<file path="src/rtl/vga_text_display_pkg.sv">
// rtl/vga_text_display_pkg.sv - shared timing, buffer geometry and colour packing
package vga_text_display_pkg;

  localparam int H_VIS   = 640;
  localparam int H_FP    = 16;
  localparam int H_SYNC  = 96;
  localparam int H_TOTAL = 800;

  localparam int V_VIS   = 480;
  localparam int V_FP    = 10;
  localparam int V_SYNC  = 2;
  localparam int V_TOTAL = 525;

  localparam int SCREEN_BUF_START = 0;
  localparam int COLS             = 80;
  localparam int ROWS             = 30;
  localparam int WORDS_PER_ROW    = 40;

  typedef struct packed {
    logic [2:0] r;
    logic [2:0] g;
    logic [1:0] b;
  } rgb_t;

  function automatic rgb_t to_rgb(input logic [7:0] packed_colour);
    return rgb_t'(packed_colour);
  endfunction

endpackage

</file>
<file path="src/rtl/vga_text_display_font_rom.sv">
// rtl/vga_text_display_font_rom.sv - 128x16x8 glyph table, row 0 in the top byte
module font_rom (
  input  logic [6:0] code,
  input  logic [3:0] row,
  output logic [7:0] bits
);

  logic [127:0] glyph;

  always_comb begin
    glyph = '0;
    case (code)
      7'h41:   glyph = 128'h183C_6666_6666_7E66_6666_6666_6600_0000;
      7'h48:   glyph = 128'h6666_6666_6666_667E_6666_6666_6600_0000;
      7'h7F:   glyph = {128{1'b1}};
      default: glyph = '0;
    endcase
  end

  // {~row, 3'b111} is 127 - 8*row, the MSB of that row's byte
  assign bits = glyph[{~row, 3'b111} -: 8];

endmodule

</file>
<file path="src/rtl/vga_text_display.sv">
// rtl/vga_text_display.sv - 80x30 text-mode VGA scan-out with a 2-tick pixel pipeline
// and a blinking cursor overlay.
module vga_text_display
  import vga_text_display_pkg::*;
#(
  parameter int          CLK_DIV      = 2,
  parameter int          BUF_START    = SCREEN_BUF_START,
  parameter int          BLINK_FRAMES = 32,
  parameter logic [7:0]  FG           = 8'hFF,
  parameter logic [7:0]  BG           = 8'h00,
  parameter int          H_ACTIVE     = H_VIS,
  parameter int          H_FRONT      = H_FP,
  parameter int          H_PULSE      = H_SYNC,
  parameter int          H_PERIOD     = H_TOTAL,
  parameter int          V_ACTIVE     = V_VIS,
  parameter int          V_FRONT      = V_FP,
  parameter int          V_PULSE      = V_SYNC,
  parameter int          V_PERIOD     = V_TOTAL
) (
  input  logic        CLK,
  input  logic        RST,
  output logic [15:0] RADDR_SCREEN,
  input  logic [15:0] DATA_OUT_SCREEN,
  input  logic [11:0] CURSOR_POS,
  input  logic        CURSOR_EN,
  output logic [2:0]  VGA_R,
  output logic [2:0]  VGA_G,
  output logic [1:0]  VGA_B,
  output logic        VGA_HS,
  output logic        VGA_VS,
  output logic        FRAME_START
);

  localparam logic [7:0]  DIV_LAST   = 8'(CLK_DIV - 1);
  localparam logic [9:0]  H_LAST     = 10'(H_PERIOD - 1);
  localparam logic [9:0]  V_LAST     = 10'(V_PERIOD - 1);
  localparam logic [9:0]  H_VIS_LAST = 10'(H_ACTIVE - 1);
  localparam logic [9:0]  V_VIS_LAST = 10'(V_ACTIVE - 1);
  localparam logic [9:0]  HS_START   = 10'(H_ACTIVE + H_FRONT);
  localparam logic [9:0]  HS_END     = 10'(H_ACTIVE + H_FRONT + H_PULSE);
  localparam logic [9:0]  VS_START   = 10'(V_ACTIVE + V_FRONT);
  localparam logic [9:0]  VS_END     = 10'(V_ACTIVE + V_FRONT + V_PULSE);
  localparam logic [15:0] BLINK_LAST = 16'(BLINK_FRAMES - 1);
  localparam rgb_t        FG_C       = to_rgb(FG);
  localparam rgb_t        BG_C       = to_rgb(BG);

  logic [7:0]  div_cnt;
  logic        tick;
  logic [9:0]  h;
  logic [9:0]  v;

  assign tick = (div_cnt == DIV_LAST);

  always_ff @(posedge CLK or posedge RST) begin
    if (RST) div_cnt <= '0;
    else     div_cnt <= tick ? 8'd0 : div_cnt + 8'd1;
  end

  always_ff @(posedge CLK or posedge RST) begin
    if (RST) begin
      h <= '0;
      v <= '0;
    end else if (tick) begin
      if (h == H_LAST) begin
        h <= '0;
        v <= (v == V_LAST) ? 10'd0 : v + 10'd1;
      end else begin
        h <= h + 10'd1;
      end
    end
  end

  // Clamping keeps blanking-time reads inside the visible buffer window
  logic [4:0] addr_row;
  logic [5:0] addr_word;

  always_comb begin
    addr_row  = (v > V_VIS_LAST) ? V_VIS_LAST[8:4] : v[8:4];
    addr_word = (h > H_VIS_LAST) ? H_VIS_LAST[9:4] : h[9:4];
  end

  assign RADDR_SCREEN = 16'(BUF_START) + 16'(addr_row) * 16'(WORDS_PER_ROW) + 16'(addr_word);

  logic [7:0]  cur_byte;
  logic [11:0] cell_idx;

  assign cur_byte = h[3] ? DATA_OUT_SCREEN[7:0] : DATA_OUT_SCREEN[15:8];
  assign cell_idx = 12'(v[9:4]) * 12'(COLS) + 12'(h[9:3]);

  logic [7:0] s1_char;
  logic [3:0] s1_row;
  logic [2:0] s1_col;
  logic       s1_vis;
  logic       s1_cur;
  logic       s1_hs;
  logic       s1_vs;
  logic       s1_first;

  always_ff @(posedge CLK or posedge RST) begin
    if (RST) begin
      s1_char  <= '0;
      s1_row   <= '0;
      s1_col   <= '0;
      s1_vis   <= 1'b0;
      s1_cur   <= 1'b0;
      s1_hs    <= 1'b1;
      s1_vs    <= 1'b1;
      s1_first <= 1'b0;
    end else if (tick) begin
      s1_char  <= cur_byte;
      s1_row   <= v[3:0];
      s1_col   <= h[2:0];
      s1_vis   <= (h <= H_VIS_LAST) && (v <= V_VIS_LAST);
      s1_cur   <= CURSOR_EN && (cell_idx == CURSOR_POS);
      s1_hs    <= !((h >= HS_START) && (h < HS_END));
      s1_vs    <= !((v >= VS_START) && (v < VS_END));
      s1_first <= (h == 10'd0) && (v == 10'd0);
    end
  end

  logic [7:0] glyph_bits;
  logic       glyph_on;
  logic       blink_phase;
  logic       pix_on;
  rgb_t       pix;

  font_rom u_font (
    .code (s1_char[6:0]),
    .row  (s1_row),
    .bits (glyph_bits)
  );

  assign glyph_on = glyph_bits[3'd7 - s1_col];
  assign pix_on   = glyph_on ^ s1_char[7] ^ (s1_cur & blink_phase);
  assign pix      = s1_vis ? (pix_on ? FG_C : BG_C) : rgb_t'(8'h00);

  rgb_t s2_rgb;
  logic s2_first;

  always_ff @(posedge CLK or posedge RST) begin
    if (RST) begin
      s2_rgb   <= rgb_t'(8'h00);
      VGA_HS   <= 1'b1;
      VGA_VS   <= 1'b1;
      s2_first <= 1'b0;
    end else if (tick) begin
      s2_rgb   <= pix;
      VGA_HS   <= s1_hs;
      VGA_VS   <= s1_vs;
      s2_first <= s1_first;
    end
  end

  assign VGA_R       = s2_rgb.r;
  assign VGA_G       = s2_rgb.g;
  assign VGA_B       = s2_rgb.b;
  assign FRAME_START = s2_first & tick;

  // The pulse that opens the first frame closes no frame, so it is not counted
  logic [15:0] blink_cnt;
  logic        frame_seen;

  always_ff @(posedge CLK or posedge RST) begin
    if (RST) begin
      blink_cnt   <= '0;
      blink_phase <= 1'b0;
      frame_seen  <= 1'b0;
    end else if (FRAME_START) begin
      if (!frame_seen) begin
        frame_seen <= 1'b1;
      end else if (blink_cnt == BLINK_LAST) begin
        blink_cnt   <= '0;
        blink_phase <= ~blink_phase;
      end else begin
        blink_cnt <= blink_cnt + 16'd1;
      end
    end
  end

endmodule

</file>
<file path="config.mk">
export PLATFORM = sky130hd
export DESIGN_NAME = vga_text_display
export DESIGN_NICKNAME = d
export VERILOG_FILES = /design/src/rtl/vga_text_display_pkg.sv /design/src/rtl/vga_text_display_font_rom.sv /design/src/rtl/vga_text_display.sv
export SDC_FILE = /design/constraint.sdc
export NUM_CORES = 1
export LEC_CHECK = 0
export ABC_CLOCK_PERIOD_IN_PS = 4390
export CAP_MARGIN = 20
export CORE_ASPECT_RATIO = 1.5
export CORE_MARGIN = 4
export CORE_UTILIZATION = 46
export CTS_CLUSTER_DIAMETER = 100
export CTS_CLUSTER_SIZE = 16
export DETAILED_ROUTE_END_ITERATION = 10
export PLACE_DENSITY = 0.79
export REMOVE_ABC_BUFFERS = 1
export SLEW_MARGIN = 25
export SYNTH_ARGS = -nofsm -noshare
export SYNTH_HDL_FRONTEND = slang
export SYNTH_HIERARCHICAL = 1
export SYNTH_SLANG_ARGS = --single-unit
</file>
<file path="constraint.sdc">
create_clock -name CLK -period 4.39 [get_ports CLK]
set_input_delay 0.878 -clock CLK [delete_from_list [all_inputs] [get_ports CLK]]
set_output_delay 0.878 -clock CLK [all_outputs]
set_load 0.01 [all_outputs]
</file>
==> metrics <==
main combinational cell family by area after synthesis simple AND/OR/NAND/NOR gates; Reg2Reg Setup Slack 1.78 ns; number of global-route vias before repair 3,748; GRT Total Usage 19.0%; Post-synth EDFFs 0; crit-path max cell delay 0.56 ns; Compound-Gate Fraction of Synth Area 8.21%; via-per-instance ratio 5.59; core area 0.00969 sq mm; max-capacitance violation count 0; final setup vio count 0; Max Used Layer met4; Total Nets Final 591; Antenna diodes 0; critical path data arrival time 3.41 ns; Post-synth top cells nand2_1 (68), dfrtp_1 (66), xnor2_1 (49); final slew viol count 0; Main synth FF type dfrtp_1; Register Area 0.00176 sq mm; hold crit path type reg2reg; Post-Syn Area 0.00454 sq mm; worst hold stages 2; worst skew pair latency 0.33 ns; residual DRC count 0; Top delay family on crit path simple AND/OR/NAND/NOR gates; DIE AREA 0.0116 sq mm; fin crit share 97.6%; share of cells above drive strength 1 11.4%; Least-Margin Pin Slew 0.785 ns; worst setup path end RADDR_SCREEN[9]; Stages on worst setup path 11; post-synthesis simple-gate area fraction 23.2%; largest net degree at the start of global routing 40; htree depth 3; Worst path slowest cell clkdlybuf4s50_1; Synth top area share 36.4%; Pwr Density 263 mW/mm^2; Slew HR 47.7%; initial core utilization 46.9%; Final Cell Area 0.00544 sq mm; most used cell, CP ha_1; reg2reg start v[5]$_DFFE_PP0P_; crit path max fanout 4; IO Pins 58; multi-input logic area 0.00254 sq mm; ANT nets after route 0; area leader, netlist dfrtp_1; Tmin final 4.29 ns; row count 44; M1 wire length 3920 um; CTS sink cnt 70; sequential area share after synthesis 38.7%; xor and xnor area share after synthesis 11.4%; CTS tree done; synthesized flop and latch total 70; routed length on met3 381 um; GP Congestion 0.829; Hold Buf Count CTS 0; Power, Total 1430 uW; Peak VDD IR 0.282 mV; critical path launch point v[5]$_DFFE_PP0P_; Syn Area/Cell 9.50 sq um; critical path buffer and inverter count 3; final cell count without fillers 648; grt total ovfl 0; Post-Synthesis Cells 478; Worst Setup End Kind output port; Max Freq 233 MHz; Worst Reg-to-Reg Cells 10; count leader, synth nand2_1; Layout area overhead 19.7%; initial antenna violation count 0; WHS 0.455 ns; Placed Cells 629; routed len/inst 15.6 um; synthesized-area fraction occupied by adder cells 9.47%; CTS buffer count 9; DP HPWL 7660 um; synth unique cells 55; mux share of post-synthesis cell area 2.97%; Clk pin slew, worst setup/hold paths 0.05 ns; met2 wire length 5500 um; global-route wire length before repair 17,300 um; Post-Route Setup TNS 0 ns; Max Clock Skew 0.00654 ns; Max clock buf depth 2; Lkg Pwr 0.00247 uW; critical path launch point type flip-flop; required time of the critical path 3.51 ns; outcome complete, no violations; CP cell instances and3_1, and2_4, or3_1, ha_1, ha_1, inv_1, fa_2, buf_4, nor3_1, xnor2_1, clkdlybuf4s50_1; routed wire length 10,100 um; async set-or-reset flop fraction in the synthesized netlist 100%; drt pass-1 iters 4; critical path class reg2out; Final Hold Vio Count 0; worst r2r dst s1_cur$_DFFE_PP0N_; Port Buffers 52; Placed Instance Area 0.00511 sq mm; Die Y 130 um; initial drt markers 236; YS warnings 6; top post-synthesis cells by area dfrtp_1 (36%), xnor2_1 (9.4%), ha_1 (7.7%); fillers 848; root buf cell clkbuf_16; Die Width 89.1 um; vias 3,623
-- report_power, final --
group          internal [uW]  total, uW  switching (uW)
Clock                    445        703             258
Sequential               650        656            5.47
Combinational           41.4       72.0            30.6
-- worst min-delay path, stage by stage, from the launching register on --
cell and delay, ns:
dfstp_2 0.36, nand2_1 0.05, nand2_1 0.04
-- cell families after synthesis --
family	Yosys count
compound gates	65
xor+xnor	59
fa+ha+maj	32
buf+inv	51
flops	70
mux	11
other cells	1
simple gates	189
-- metrics by stage --
stage,util (%),worst slack (ns)
detailed placement,52.8,-0.0672
global placement,52.8,0.0720
global route,56.1,-0.00619
CTS,56.0,0.00623
floorplan,-,0.275
finish,56.1,0.104
-- what timing repair did --
action / in CTS / in global routing
setup endpoints to repair: 2 / 1
gates cloned: 0 / 0
setup buffers: 1 / 2
gates resized for setup: 7 / 2
pin swaps: 1 / 2
-- layout by cell type (no fill, tap or decap), types with 16 or more instances in the layout --
master / count
dfrtp_1: 66
nand3_1: 21
xnor2_1: 49
nand2_1: 68
buf_4: 16
nor2_1: 18
inv_1: 17
o21ai_0: 34
clkdlybuf4s50_1: 50
ha_1: 28
-- registers in the layout, summed over array words and instances, names as in the netlist, 3 cells and up --
register and flops:
s1_char 8, s1_row 4, s1_col 3, blink_cnt 16, v 10, div_cnt 8, h 10
-- worst min-delay path by stage --
stage | start | to | slack (ns)
final | s1_vs$_DFFE_PP1N_ | VGA_VS$_DFFE_PP1N_ | 0.45
after CTS | s1_vs$_DFFE_PP1N_ | VGA_VS$_DFFE_PP1N_ | 0.46
after floorplan | frame_seen$_DFFE_PP0P_ | frame_seen$_DFFE_PP0P_ | 0.43
after global routing | s1_vs$_DFFE_PP1N_ | VGA_VS$_DFFE_PP1N_ | 0.46
after global placement | s1_vs$_DFFE_PP1N_ | VGA_VS$_DFFE_PP1N_ | 0.44
after detailed placement | s1_vs$_DFFE_PP1N_ | VGA_VS$_DFFE_PP1N_ | 0.45
-- per-layer routing --
layer,global-route usage [%],up-vias
met3,4.23,25
met2,33.7,79
met5,0,-
met4,8.59,0
met1,21.3,1780
li1,-,1739
-- cell type report --
| cell class | instances | area share [%] |
|---|---|---|
| tap | 115 | 2.65 |
| clock buffer | 16 | 5.36 |
| multi-input combinational | 361 | 46.8 |
| timing repair buffer | 68 | 11.7 |
| inverter | 18 | 1.24 |
| sequential | 70 | 32.3 |
(Power assumes the default switching activity.)
